`src/rtl/run_ctrl.sv`:
```
// Run/stop/step controller for a small CPU: reset sequencing, breakpoint
// handling, single-step and halt, plus a saturating executed-instruction count.
module run_ctrl #(
  parameter int unsigned INIT_CYC = 2
) (
  input  logic       clk_i,
  input  logic       rst_i,
  input  logic       srst_i,
  input  logic       run_i,
  input  logic       stop_i,
  input  logic       step_i,
  input  logic       hlt_i,
  input  logic [3:0] pc_i,
  input  logic       bp_en_i,
  input  logic [3:0] bp_addr_i,
  output logic       cpu_en_o,
  output logic       cpu_rst_o,
  output logic [2:0] state_o,
  output logic       halted_o,
  output logic [7:0] cyc_o
);

  localparam int unsigned CNT_W = 4;
  localparam int unsigned CYC_W = 8;

  typedef enum logic [2:0] {
    ST_INIT = 3'b000,
    ST_STOP = 3'b001,
    ST_RUN  = 3'b010,
    ST_STEP = 3'b011,
    ST_HALT = 3'b100
  } state_t;

  state_t           state;
  logic [CNT_W-1:0] init_cnt;
  logic             skip;
  logic [CYC_W-1:0] cyc;
  logic             bp_hit;
  logic             cpu_en;

  // skip masks the breakpoint for the first executed instruction after a resume
  assign bp_hit = bp_en_i && (pc_i == bp_addr_i) && !skip;

  // CPU enable is the only combinational output
  always_comb begin
    cpu_en = 1'b0;
    case (state)
      ST_RUN:  cpu_en = !bp_hit;
      ST_STEP: cpu_en = 1'b1;
      default: cpu_en = 1'b0;
    endcase
  end

  // State, INIT counter, skip flag and instruction counter
  always_ff @(posedge clk_i or posedge rst_i) begin
    if (rst_i) begin
      state    <= ST_INIT;
      init_cnt <= '0;
      skip     <= 1'b1;
      cyc      <= '0;
    end else if (srst_i) begin
      state    <= ST_INIT;
      init_cnt <= '0;
      skip     <= 1'b1;
      cyc      <= '0;
    end else begin
      if (cpu_en && (cyc != {CYC_W{1'b1}})) begin
        cyc <= cyc + CYC_W'(1);
      end
      case (state)
        ST_INIT: begin
          if (init_cnt == CNT_W'(INIT_CYC - 1)) begin
            state <= ST_STOP;
          end else begin
            init_cnt <= init_cnt + CNT_W'(1);
          end
        end
        ST_STOP: begin
          if (run_i) begin
            state <= ST_RUN;
            skip  <= 1'b1;
          end else if (step_i) begin
            state <= ST_STEP;
          end
        end
        ST_RUN: begin
          if (cpu_en) begin
            skip <= 1'b0;
          end
          if (hlt_i && cpu_en) begin
            state <= ST_HALT;
          end else if (stop_i || bp_hit) begin
            state <= ST_STOP;
          end
        end
        ST_STEP: begin
          state <= hlt_i ? ST_HALT : ST_STOP;
        end
        ST_HALT: begin
          state <= ST_HALT;
        end
        default: begin
          state <= ST_INIT;
        end
      endcase
    end
  end

  assign cpu_en_o  = cpu_en;
  assign cpu_rst_o = (state == ST_INIT);
  assign halted_o  = (state == ST_HALT);
  assign state_o   = state;
  assign cyc_o     = cyc;

endmodule

```
`config.mk`:
```
export PLATFORM = sky130hd
export DESIGN_NAME = run_ctrl
export DESIGN_NICKNAME = d
export VERILOG_FILES = /design/src/rtl/run_ctrl.sv
export SDC_FILE = /design/constraint.sdc
export NUM_CORES = 1
export LEC_CHECK = 0
export CORE_MARGIN = 2
export CORE_UTILIZATION = 45
export DETAILED_ROUTE_END_ITERATION = 7
export PLACE_DENSITY_LB_ADDON = 0.1
export SLEW_MARGIN = 20
export SYNTH_ARGS = -nofsm -noshare
export SYNTH_HDL_FRONTEND = slang
export SYNTH_SLANG_ARGS = --single-unit
```
`constraint.sdc`:
```
create_clock -name clk_i -period 2.3 [get_ports clk_i]
set_clock_uncertainty 0.05 [all_clocks]
set_input_delay 0.345 -clock clk_i [delete_from_list [all_inputs] [get_ports clk_i]]
set_output_delay 0.345 -clock clk_i [all_outputs]
set_load 0.05 [all_outputs]
```
[After elaboration in Yosys (flattened, before gate mapping)]
Index checks and enable logic that the tools add are counted.
Word-level totals
  bits in registers: 16
  input port bits: 16
  logic and storage cells: 51
  output and inout bits: 14
Cells by class
  reductions and logical operators: 14
  add/subtract/negate cells: 2
  multiplexer cells: 18
  eq/ne operators: 13
Operators by type and width (count)
  $mux W3: 7
  $mux W8: 2
  $pmux W3 S5: 1
  $mux W4: 3
  $add A8 B1 Y8 const B: 1
  $ne A4 B4 Y1 const B: 2
  $ne A8 B8 Y1 const B: 1
  $eq A3 B2 Y1 const B: 2
  $ne A3 B3 Y1 const B: 2
  $reduce_and A3 Y1: 2
  $add A4 B1 Y4 const B: 1
  $eq A4 B1 Y1 const B: 1
  $eq A4 B4 Y1: 1
  $logic_and A1 B1 Y1: 4
  $pmux W1 S2: 2
  $reduce_bool A2 Y1: 2
  $eq A3 B1 Y1 const B: 1
  $eq A3 B3 Y1 const B: 1
  $logic_not A3 Y1: 1
  $mux W1: 3
  $ne A3 B2 Y1 const B: 1
  $reduce_bool A3 Y1: 1
  $logic_not A1 Y1: 2
  $ne A2 B2 Y1 const B: 1
  other kinds (2): 2

[Longest topological paths before layout]
Gate-level depths: netlist (run 1).
  depth in word-level cells: 9
  mapped depth: 6
  depth with buffers taken out: 6

[Worst setup path after synthesis (run 1)]
OpenSTA, ideal clock, no wires.
  path kind: reg2reg
  start point: register state[0], in the netlist state_o[0]
  end point: register state[1], in the netlist state_o[1]
  path buffers: 0
  arrival: 2.654 ns
  library setup time: 0.121 ns
  cell stages (with the launch flop): 5
  setup slack: -0.525 ns
  data required time: 2.129 ns
  period minus slack after synthesis: 2.825 ns
  cells stage by stage: dfrtp_1 nor3_1 a21boi_1 a211oi_1 a22o_1
On the way
  elaborated cells between the ends (all ways): 14
  those cells by class: eq/ne: 7; mux: 4; reduce/logical: 3
RTL lines
  start, declared: line 34  | state_t state;
  start signal, assigned: line 97  | state <= hlt_i ? ST_HALT : ST_STOP;
  $logic_not A3 Y1 (*)
  named net cpu_rst_o: line 17  | output logic cpu_rst_o,
  $pmux W3 S5 / $ne A3 B2 Y1 (equally long branches)
  $mux W3 / $reduce_and A3 Y1 (equally long branches)
The timed path passes the listed nets; every way through them passes the cells marked *.
A chain may end at the register's enable or synchronous reset.

[Worst setup path in the final report (run 1)]
  start point: input bp_addr_i[1]
  end point: output cpu_en_o
On the way
  longest elaborated chain between the ends: 5
Ends and longest elaborated chain
  start, declared: line 15  | input logic [3:0] bp_addr_i,
  $eq A4 B4 Y1: line 42  | assign bp_hit = bp_en_i && (pc_i == bp_addr_i) && !skip;
  $logic_and A1 B1 Y1 (2 in a row): line 42
  $logic_not A1 Y1: line 48  | ST_RUN: cpu_en = !bp_hit;
  $pmux W1 S2: line 47  | case (state)
  end, declared: line 16  | output logic cpu_en_o,
Every way passes these cells.

==> impl_metrics.prom, run 1 <==
# TYPE chip_impl_metric gauge
chip_impl_metric{name="power_frac_clock",unit="%"} 15.9
chip_impl_metric{name="ant_nets",unit=""} 0
chip_impl_metric{name="mappedNetlistNets",unit=""} 119
chip_impl_metric{name="p_leak",unit="nW"} 0.547
chip_impl_info{name="worst_path_max_delay_cell",value="sky130_fd_sc_hd__or4b_4"} 1
chip_impl_metric{name="synth.lib_cells_used.distinct",unit=""} 38
chip_impl_metric{name="area_of_the_core",unit="sq um"} 1980
chip_impl_metric{name="share_seq_of_total_power",unit="%"} 37.8
chip_impl_metric{name="finish.instance_area",unit="sq um"} 1330
chip_impl_metric{name="grt_overflow",unit=""} 0
chip_impl_metric{name="ctsLongestPathBuffers",unit=""} 2
chip_impl_metric{name="crit_path_max_fanout",unit=""} 4
chip_impl_metric{name="fmax",unit="MHz"} 447
chip_impl_info{name="crit_chain",value="clkdlybuf4s50_1 > xor2_1 > or4b_4 > o21bai_4 > inv_1 > buf_4"} 1
chip_impl_metric{name="viasPerCell",unit=""} 5.48
chip_impl_metric{name="gp_congestion",unit=""} 0.798
chip_impl_metric{name="grt_start_max_net_pins",unit=""} 17
chip_impl_metric{name="floorplan.die_area",unit="sq um"} 2520
chip_impl_metric{name="power-per-cell-area",unit="nW/um^2"} 719
chip_impl_metric{name="layout_worst_path_cycle_share",unit="%"} 97.2
chip_impl_metric{name="combPwrFrac",unit="%"} 46.3
chip_impl_metric{name="wl_per_cell",unit="microns"} 12.9
chip_impl_metric{name="hold_violations",unit=""} 0
chip_impl_info{name="netlist_top_cells_count",value="sky130_fd_sc_hd__dfrtp_1, sky130_fd_sc_hd__a21oi_1, sky130_fd_sc_hd__nor2_1, sky130_fd_sc_hd__inv_1, sky130_fd_sc_hd__nand2_1"} 1
chip_impl_metric{name="final_layout_size_suffix_gt1_share",unit="%"} 14.9
chip_impl_metric{name="switching_share",unit="%"} 40.6
chip_impl_metric{name="peakVddDrop",unit="V"} 0.000435
chip_impl_metric{name="slew_viol_final",unit=""} 0
chip_impl_metric{name="total_wire_length",unit="mm"} 2.08
chip_impl_info{name="worst-setup-path-type",value="input pin to output pin"} 1
chip_impl_metric{name="first_global_vias",unit=""} 845
chip_impl_metric{name="clock_sinks",unit=""} 16
chip_impl_info{name="clock_tree.root_cell",value="sky130_fd_sc_hd__clkbuf_4"} 1
chip_impl_metric{name="internal-power",unit="W"} 0.000569
chip_impl_metric{name="place_ws",unit="ns"} 0.0509
chip_impl_metric{name="io_pins",unit=""} 30
chip_impl_metric{name="timing.slew.headroom",unit="%"} 60.6
chip_impl_metric{name="yosysSeqAreaShare",unit="%"} 41.8
chip_impl_metric{name="synth_area_per_cell",unit="sq um"} 9.61
chip_impl_metric{name="die_h",unit="microns"} 50.2
chip_impl_metric{name="worst_slack",unit="ns"} 0.0649
chip_impl_metric{name="total_power",unit="W"} 0.000957
chip_impl_metric{name="synth-warning-count",unit=""} 0
chip_impl_metric{name="worst_skew_pair.late_latency",unit="ns"} 0.28
chip_impl_metric{name="cts_inserted_buffers",unit=""} 3
chip_impl_info{name="outcome",value="complete, no violations"} 1
chip_impl_info{name="yosysMostFrequentCell",value="sky130_fd_sc_hd__dfrtp_1"} 1
chip_impl_metric{name="cp_data_required_time",unit="ns"} 1.90
chip_impl_metric{name="timing.critical_path.arrival",unit="ns"} 1.84
chip_impl_metric{name="initialDrtViolationCount",unit=""} 6
chip_impl_metric{name="die_width",unit="microns"} 50.2
chip_impl_metric{name="initial_core_util",unit="%"} 48.5
chip_impl_metric{name="worst_setup_hold_path_clk_slew",unit="ns"} 0.09
chip_impl_metric{name="worstMarginPinSlew",unit="ns"} 0.590
chip_impl_metric{name="synthesis.area",unit="sq um"} 961
chip_impl_metric{name="syn-instance-count",unit=""} 100
chip_impl_info{name="netlist.top_cell.by_area",value="sky130_fd_sc_hd__dfrtp_1"} 1
chip_impl_info{name="min_path_type",value="input pin to asynchronous set/reset pin"} 1
chip_impl_info{name="ys_top_cells_by_area",value="sky130_fd_sc_hd__dfrtp_1, sky130_fd_sc_hd__a21oi_1, sky130_fd_sc_hd__ha_1"} 1
chip_impl_metric{name="count_of_fill_cells_added_during_filler_insertion",unit=""} 153
chip_impl_info{name="critical-path-top-delay-family",value="buffers and inverters"} 1
chip_impl_info{name="start_kind",value="input pin"} 1
chip_impl_metric{name="area_delta_synth_final",unit="%"} 38.5
chip_impl_metric{name="grt_antenna_before_repair",unit=""} 0
chip_impl_metric{name="drc",unit=""} 0
chip_impl_metric{name="synth_top_cell_area_share",unit="%"} 39.1
chip_impl_metric{name="finalCriticalPeriod",unit="ns"} 2.24
chip_impl_metric{name="p_switching",unit="W"} 0.000388
chip_impl_metric{name="postCtsSetupBuffers",unit=""} 0
chip_impl_metric{name="finalSetupViolCount",unit=""} 0
chip_impl_metric{name="placed_cell_area",unit="sq um"} 1310
chip_impl_metric{name="final_net_count",unit=""} 154
chip_impl_metric{name="cts-htree-levels",unit=""} 1
chip_impl_metric{name="cts_hold_buf",unit=""} 0
chip_impl_metric{name="delay_of_the_slowest_cell_on_the_worst_path",unit="ns"} 0.49
chip_impl_metric{name="cts.repair.resized",unit=""} 0
chip_impl_metric{name="cp_num_buf_inv",unit=""} 3
chip_impl_metric{name="overall_fraction_of_global_route_tracks_in_use",unit="%"} 19.3
chip_impl_info{name="main_flop_type_after_synthesis",value="sky130_fd_sc_hd__dfrtp_1"} 1
chip_impl_info{name="cts_tree",value="built"} 1
chip_impl_metric{name="grt_first_pass_wirelength",unit="mm"} 3.68
chip_impl_info{name="critical_path.endpoint_type",value="output pin"} 1
chip_impl_metric{name="num_antenna_cells",unit=""} 0
chip_impl_metric{name="ys_ff_latch",unit=""} 16
chip_impl_metric{name="placement_rows",unit=""} 16
chip_impl_metric{name="maxCapViolCount",unit=""} 0
chip_impl_metric{name="io_buffers",unit=""} 29
chip_impl_metric{name="routed-via-count",unit=""} 882
chip_impl_metric{name="hpwl",unit="mm"} 1.61
chip_impl_info{name="rsz0062_at_grt",value="no"} 1
chip_impl_metric{name="totalNegativeSetupSlack",unit="ns"} 0
chip_impl_metric{name="drt_first_pass_iters",unit=""} 4
chip_impl_metric{name="synth_enable_flop_cells",unit=""} 0
chip_impl_metric{name="synth_async_sr_flop_share",unit="%"} 100
layer usage:
layer	share of wire [%]	vias up	GRT usage (%)	wire, microns
met5	0	-	0	0
met4	0.82	0	4.63	17
met3	4.7	2	5.65	98
met2	50	23	32.7	1040
met1	45	422	24.2	933
li1	-	435	-	-
area by class of cell:
cell class	instances	area, sq um	area share, %
flip-flops and latches	16	402	30.2
repair buffers	33	313	23.5
clock buffers	4	26.3	1.97
inverters	5	18.8	1.41
well taps	27	33.8	2.54
multi-input cells	76	538	40.4
worst reg2reg max path, delay by kind of cell (launching register included):
kind / cells / cell delay (ns)
compound gates: 2 / 0.41
fa+ha+maj: 1 / 0.24
flops: 1 / 0.44
simple gates: 2 / 0.71
power by group through the flow:
stage / sequential (W) / combinational (W) / clock (W)
6_report: 0.000361 / 0.000443 / 0.000153
5_1_grt: 0.000369 / 0.000479 / 0.000177
4_1_cts: 0.000361 / 0.000448 / 0.000157
3_5_place_dp: 0.000366 / 0.000447 / 0
3_3_place_gp: 0.000362 / 0.000433 / 0
2_1_floorplan: 0.000418 / 0.000248 / 0
flip-flops by register name, summed over array words and instances (netlist names):
name and cells:
cyc_o 8, init_cnt 4, skip 1, state_o 3
kinds of logic (layout without fill, tap and decap cells):
| logic type | count (synthesis) | in the layout | synth area share (%) |
|---|---|---|---|
| simple gates | 39 | 39 | 24.6 |
| compound gates | 26 | 26 | 18.2 |
| flops | 16 | 16 | 41.8 |
| buf+inv | 8 | 42 | 3.91 |
| xor+xnor | 7 | 7 | 6.38 |
| fa+ha+maj | 3 | 3 | 3.91 |
| mux | 1 | 1 | 1.17 |
final timing paths:
path	from	to	cells after the start	slack [ns]
worst max-delay path	bp_addr_i[1]	cpu_en_o	6	0.06
worst min-delay path	rst_i	cyc_o[1]$_DFFE_PP0P_	2	0.36
worst max register to register	cyc_o[0]$_DFFE_PP0P_	cyc_o[7]$_DFFE_PP0P_	5	0.39
worst min register to register	init_cnt[3]$_DFFE_PP0P_	init_cnt[3]$_DFFE_PP0P_	2	0.50
max in group asynchronous	rst_i	state_o[1]$_DFFE_PP0P_	2	1.45
min in group clk_i	init_cnt[3]$_DFFE_PP0P_	init_cnt[3]$_DFFE_PP0P_	2	0.50
stage by stage:
step,cells,hold WS (ns),utilization (%)
floorplan,100,0.208,-
global placement,157,0.481,65.8
detailed placement,157,0.484,65.8
CTS,161,0.379,67.2
global route,161,0.407,67.2
finish,161,0.364,67.2
cell usage in the layout, fill, tap and decap left out, types with 2 or more instances in the layout:
cell	Yosys	layout
sky130_fd_sc_hd__nand3_1	2	2
sky130_fd_sc_hd__xor2_1	3	3
sky130_fd_sc_hd__nand4_1	3	3
sky130_fd_sc_hd__dfrtp_1	15	15
sky130_fd_sc_hd__xnor2_1	4	4
sky130_fd_sc_hd__a21oi_1	10	10
sky130_fd_sc_hd__clkbuf_4	0	3
sky130_fd_sc_hd__inv_1	5	5
sky130_fd_sc_hd__or4_1	4	4
sky130_fd_sc_hd__nor3b_2	1	2
sky130_fd_sc_hd__ha_1	3	3
sky130_fd_sc_hd__buf_4	0	7
sky130_fd_sc_hd__o21ai_1	3	3
sky130_fd_sc_hd__o31ai_1	4	4
sky130_fd_sc_hd__nor2_1	10	10
sky130_fd_sc_hd__clkdlybuf4s50_1	0	26
sky130_fd_sc_hd__nand2_1	5	5
sky130_fd_sc_hd__a211oi_1	2	2
sky130_fd_sc_hd__or2_2	2	2
sky130_fd_sc_hd__or3_1	2	2
Note: power is estimated with default switching activity, not from simulation.
==> inputs of run 2 (changes only) <==
- CORE_UTILIZATION: 45 -> 49
- DONT_BUFFER_PORTS: default -> 1
- clock period: 2.3 -> 2 ns (I/O delays scaled with it)
==> run 2 against run 1 <==
  * Register-to-register slack worse by 0.25 ns
  * Global-route usage increased by 1.7 points
  * Core utilization is 4.2 points lower
  * Hold slack worse by 0.34 ns
  * Setup slack got worse by 0.0056 ns
  * Die area is 7.5% lower
==> impl_metrics.prom, run 2 (synthesized netlist as in run 1, its figures left out) <==
# TYPE chip_impl_metric gauge
chip_impl_metric{name="num_antenna_cells",unit=""} 0
chip_impl_metric{name="max_reg_flops",unit=""} 8
chip_impl_metric{name="cts-htree-levels",unit=""} 1
chip_impl_info{name="start_kind",value="register"} 1
chip_impl_metric{name="hpwl",unit="mm"} 1.63
chip_impl_metric{name="wl_per_cell",unit="microns"} 14.9
chip_impl_metric{name="total_power",unit="W"} 0.00109
chip_impl_info{name="mostFrequentLayoutCell",value="sky130_fd_sc_hd__buf_4"} 1
chip_impl_metric{name="placed_cell_area",unit="sq um"} 1120
chip_impl_metric{name="io_buffers",unit=""} 0
chip_impl_metric{name="maxCapViolCount",unit=""} 0
chip_impl_metric{name="final_layout_size_suffix_gt1_share",unit="%"} 29.8
chip_impl_info{name="worst-setup-path-type",value="register to output pin"} 1
chip_impl_metric{name="sequential_cell_area",unit="sq um"} 405
chip_impl_metric{name="floorplan.die_area",unit="sq um"} 2330
chip_impl_metric{name="cts_inserted_buffers",unit=""} 3
chip_impl_metric{name="routed-via-count",unit=""} 817
chip_impl_metric{name="final_net_count",unit=""} 141
chip_impl_metric{name="post-route-util",unit="%"} 63.0
chip_impl_info{name="worst_path_max_delay_cell",value="sky130_fd_sc_hd__or4b_4"} 1
chip_impl_metric{name="viasPerCell",unit=""} 5.52
chip_impl_metric{name="overall_fraction_of_global_route_tracks_in_use",unit="%"} 21.1
chip_impl_metric{name="layout_worst_path_cycle_share",unit="%"} 97.0
chip_impl_metric{name="placement_rows",unit=""} 16
chip_impl_metric{name="initial_core_util",unit="%"} 50.5
chip_impl_metric{name="drc",unit=""} 0
chip_impl_metric{name="first_global_vias",unit=""} 745
chip_impl_info{name="cts_tree",value="built"} 1
chip_impl_info{name="outcome",value="complete, no violations"} 1
chip_impl_metric{name="ant_nets",unit=""} 0
chip_impl_metric{name="place_inst",unit=""} 140
chip_impl_metric{name="die_h",unit="microns"} 48.3
chip_impl_info{name="layout_common_cells",value="sky130_fd_sc_hd__buf_4, sky130_fd_sc_hd__dfrtp_1, sky130_fd_sc_hd__nor2_1, sky130_fd_sc_hd__a21oi_1, sky130_fd_sc_hd__nand2_1"} 1
chip_impl_metric{name="cp_data_required_time",unit="ns"} 1.65
chip_impl_metric{name="timing.critical_path.arrival",unit="ns"} 1.59
chip_impl_metric{name="grt_antenna_before_repair",unit=""} 0
chip_impl_metric{name="crit_path_max_fanout",unit=""} 2
chip_impl_metric{name="finish.instance_area",unit="sq um"} 1200
chip_impl_metric{name="power-per-cell-area",unit="nW/um^2"} 911
chip_impl_metric{name="grt_first_pass_wirelength",unit="mm"} 3.35
chip_impl_metric{name="p_leak",unit="nW"} 0.517
chip_impl_metric{name="worstMarginPinSlew",unit="ns"} 0.595
chip_impl_metric{name="clock_sinks",unit=""} 16
chip_impl_metric{name="peakVddDrop",unit="V"} 0.000448
chip_impl_metric{name="timing.slew.headroom",unit="%"} 60.3
chip_impl_metric{name="worst_setup_hold_path_clk_slew",unit="ns"} 0.08
chip_impl_metric{name="drt_first_pass_iters",unit=""} 3
chip_impl_metric{name="totalNegativeSetupSlack",unit="ns"} 0
chip_impl_metric{name="die_width",unit="microns"} 48.3
chip_impl_metric{name="area_delta_synth_final",unit="%"} 24.6
chip_impl_metric{name="finalCriticalPeriod",unit="ns"} 1.94
chip_impl_metric{name="fmax",unit="MHz"} 515
chip_impl_metric{name="gp_congestion",unit=""} 0.740
chip_impl_info{name="rsz0062_at_grt",value="no"} 1
chip_impl_metric{name="grt_overflow",unit=""} 0
chip_impl_metric{name="slew_viol_final",unit=""} 0
chip_impl_info{name="min_path_type",value="input pin to register"} 1
chip_impl_info{name="crit_chain",value="or4b_4 > o21bai_4 > inv_2 > buf_6"} 1
chip_impl_metric{name="finalSetupViolCount",unit=""} 0
chip_impl_metric{name="worst_skew_pair.late_latency",unit="ns"} 0.28
chip_impl_metric{name="delay_of_the_slowest_cell_on_the_worst_path",unit="ns"} 0.55
chip_impl_metric{name="io_pins",unit=""} 30
chip_impl_metric{name="ctsLongestPathBuffers",unit=""} 2
chip_impl_metric{name="hold_violations",unit=""} 0
chip_impl_metric{name="area_of_the_core",unit="sq um"} 1900
chip_impl_metric{name="total_wire_length",unit="mm"} 2.21
chip_impl_info{name="clock_tree.root_cell",value="sky130_fd_sc_hd__clkbuf_4"} 1
chip_impl_metric{name="ff2ff_setup_slack",unit="ns"} 0.14
chip_impl_metric{name="grt_start_max_net_pins",unit=""} 17
chip_impl_metric{name="count_of_fill_cells_added_during_filler_insertion",unit=""} 163
chip_impl_metric{name="multi_input_comb_area",unit="sq um"} 542
chip_impl_metric{name="initialDrtViolationCount",unit=""} 14
chip_impl_info{name="critical_path.endpoint_type",value="output pin"} 1
chip_impl_metric{name="stdcell_count",unit=""} 148
-- run 2: final timing paths --
kind,end,depth (start not counted),from
max reg2reg,cyc_o[1]$_DFFE_PP0P_,6,state_o[1]$_DFFE_PP0P_
min,cyc_o[7]$_DFFE_PP0P_,1,srst_i
max,cpu_en_o,4,state_o[0]$_DFFE_PP0P_
min reg2reg,init_cnt[3]$_DFFE_PP0P_,2,init_cnt[3]$_DFFE_PP0P_
min in group asynchronous,cyc_o[2]$_DFFE_PP0P_,2,rst_i
max in group asynchronous,state_o[0]$_DFFE_PP0P_,2,rst_i
-- run 2: layer usage --
layer / global-route usage, % / vias up / wire, microns
li1: - / 409 / -
met1: 28.3 / 396 / 1010
met2: 33.4 / 10 / 1140
met3: 6.30 / 2 / 61
met4: 4.86 / 0 / 6
met5: 0 / - / 0
-- run 2: power breakdown --
group | internal (W) | total [W] | switching [W]
clock | 0.000111 | 0.000209 | 0.0000980
combinational | 0.000173 | 0.000470 | 0.000297
sequential | 0.000368 | 0.000411 | 0.0000433
-- run 2: cell type report --
type                    instances  share of cell area (%)
inverters                       5                    1.57
well taps                      27                    2.82
multi-input cells              76                    45.2
clock buffers                   4                    3.03
flip-flops and latches         16                    33.9
repair buffers                 20                    13.5
-- run 2: worst max-delay path: cells and delay by family, from the launching register on --
kind	cells	cell delay [ns]
AND/OR/NAND/NOR	1	0.55
AO/OA/AOI/OAI	1	0.16
buffers and inverters	2	0.19
flip-flops	1	0.41
-- run 2: timing repair --
| action | 4_1_cts | 5_1_grt |
|---|---|---|
| hold buffers | 2 | 1 |
| hold endpoints to repair | 17 | 5 |
| setup buffers | 1 | 0 |
| pin swaps | 1 | 1 |
| cloned | 0 | 0 |
| setup endpoints to repair | 1 | 1 |
| gates resized for setup | 2 | 0 |
-- run 2: per-stage QoR --
stage / worst slack (ns) / hold slack, ns
2_1_floorplan: -0.0107 / 0.163
5_1_grt: 0.00777 / 0.0000813
6_report: 0.0593 / 0.0230
4_1_cts: 0.00889 / 0.00168
3_3_place_gp: 0.208 / 0.239
3_5_place_dp: 0.158 / 0.238
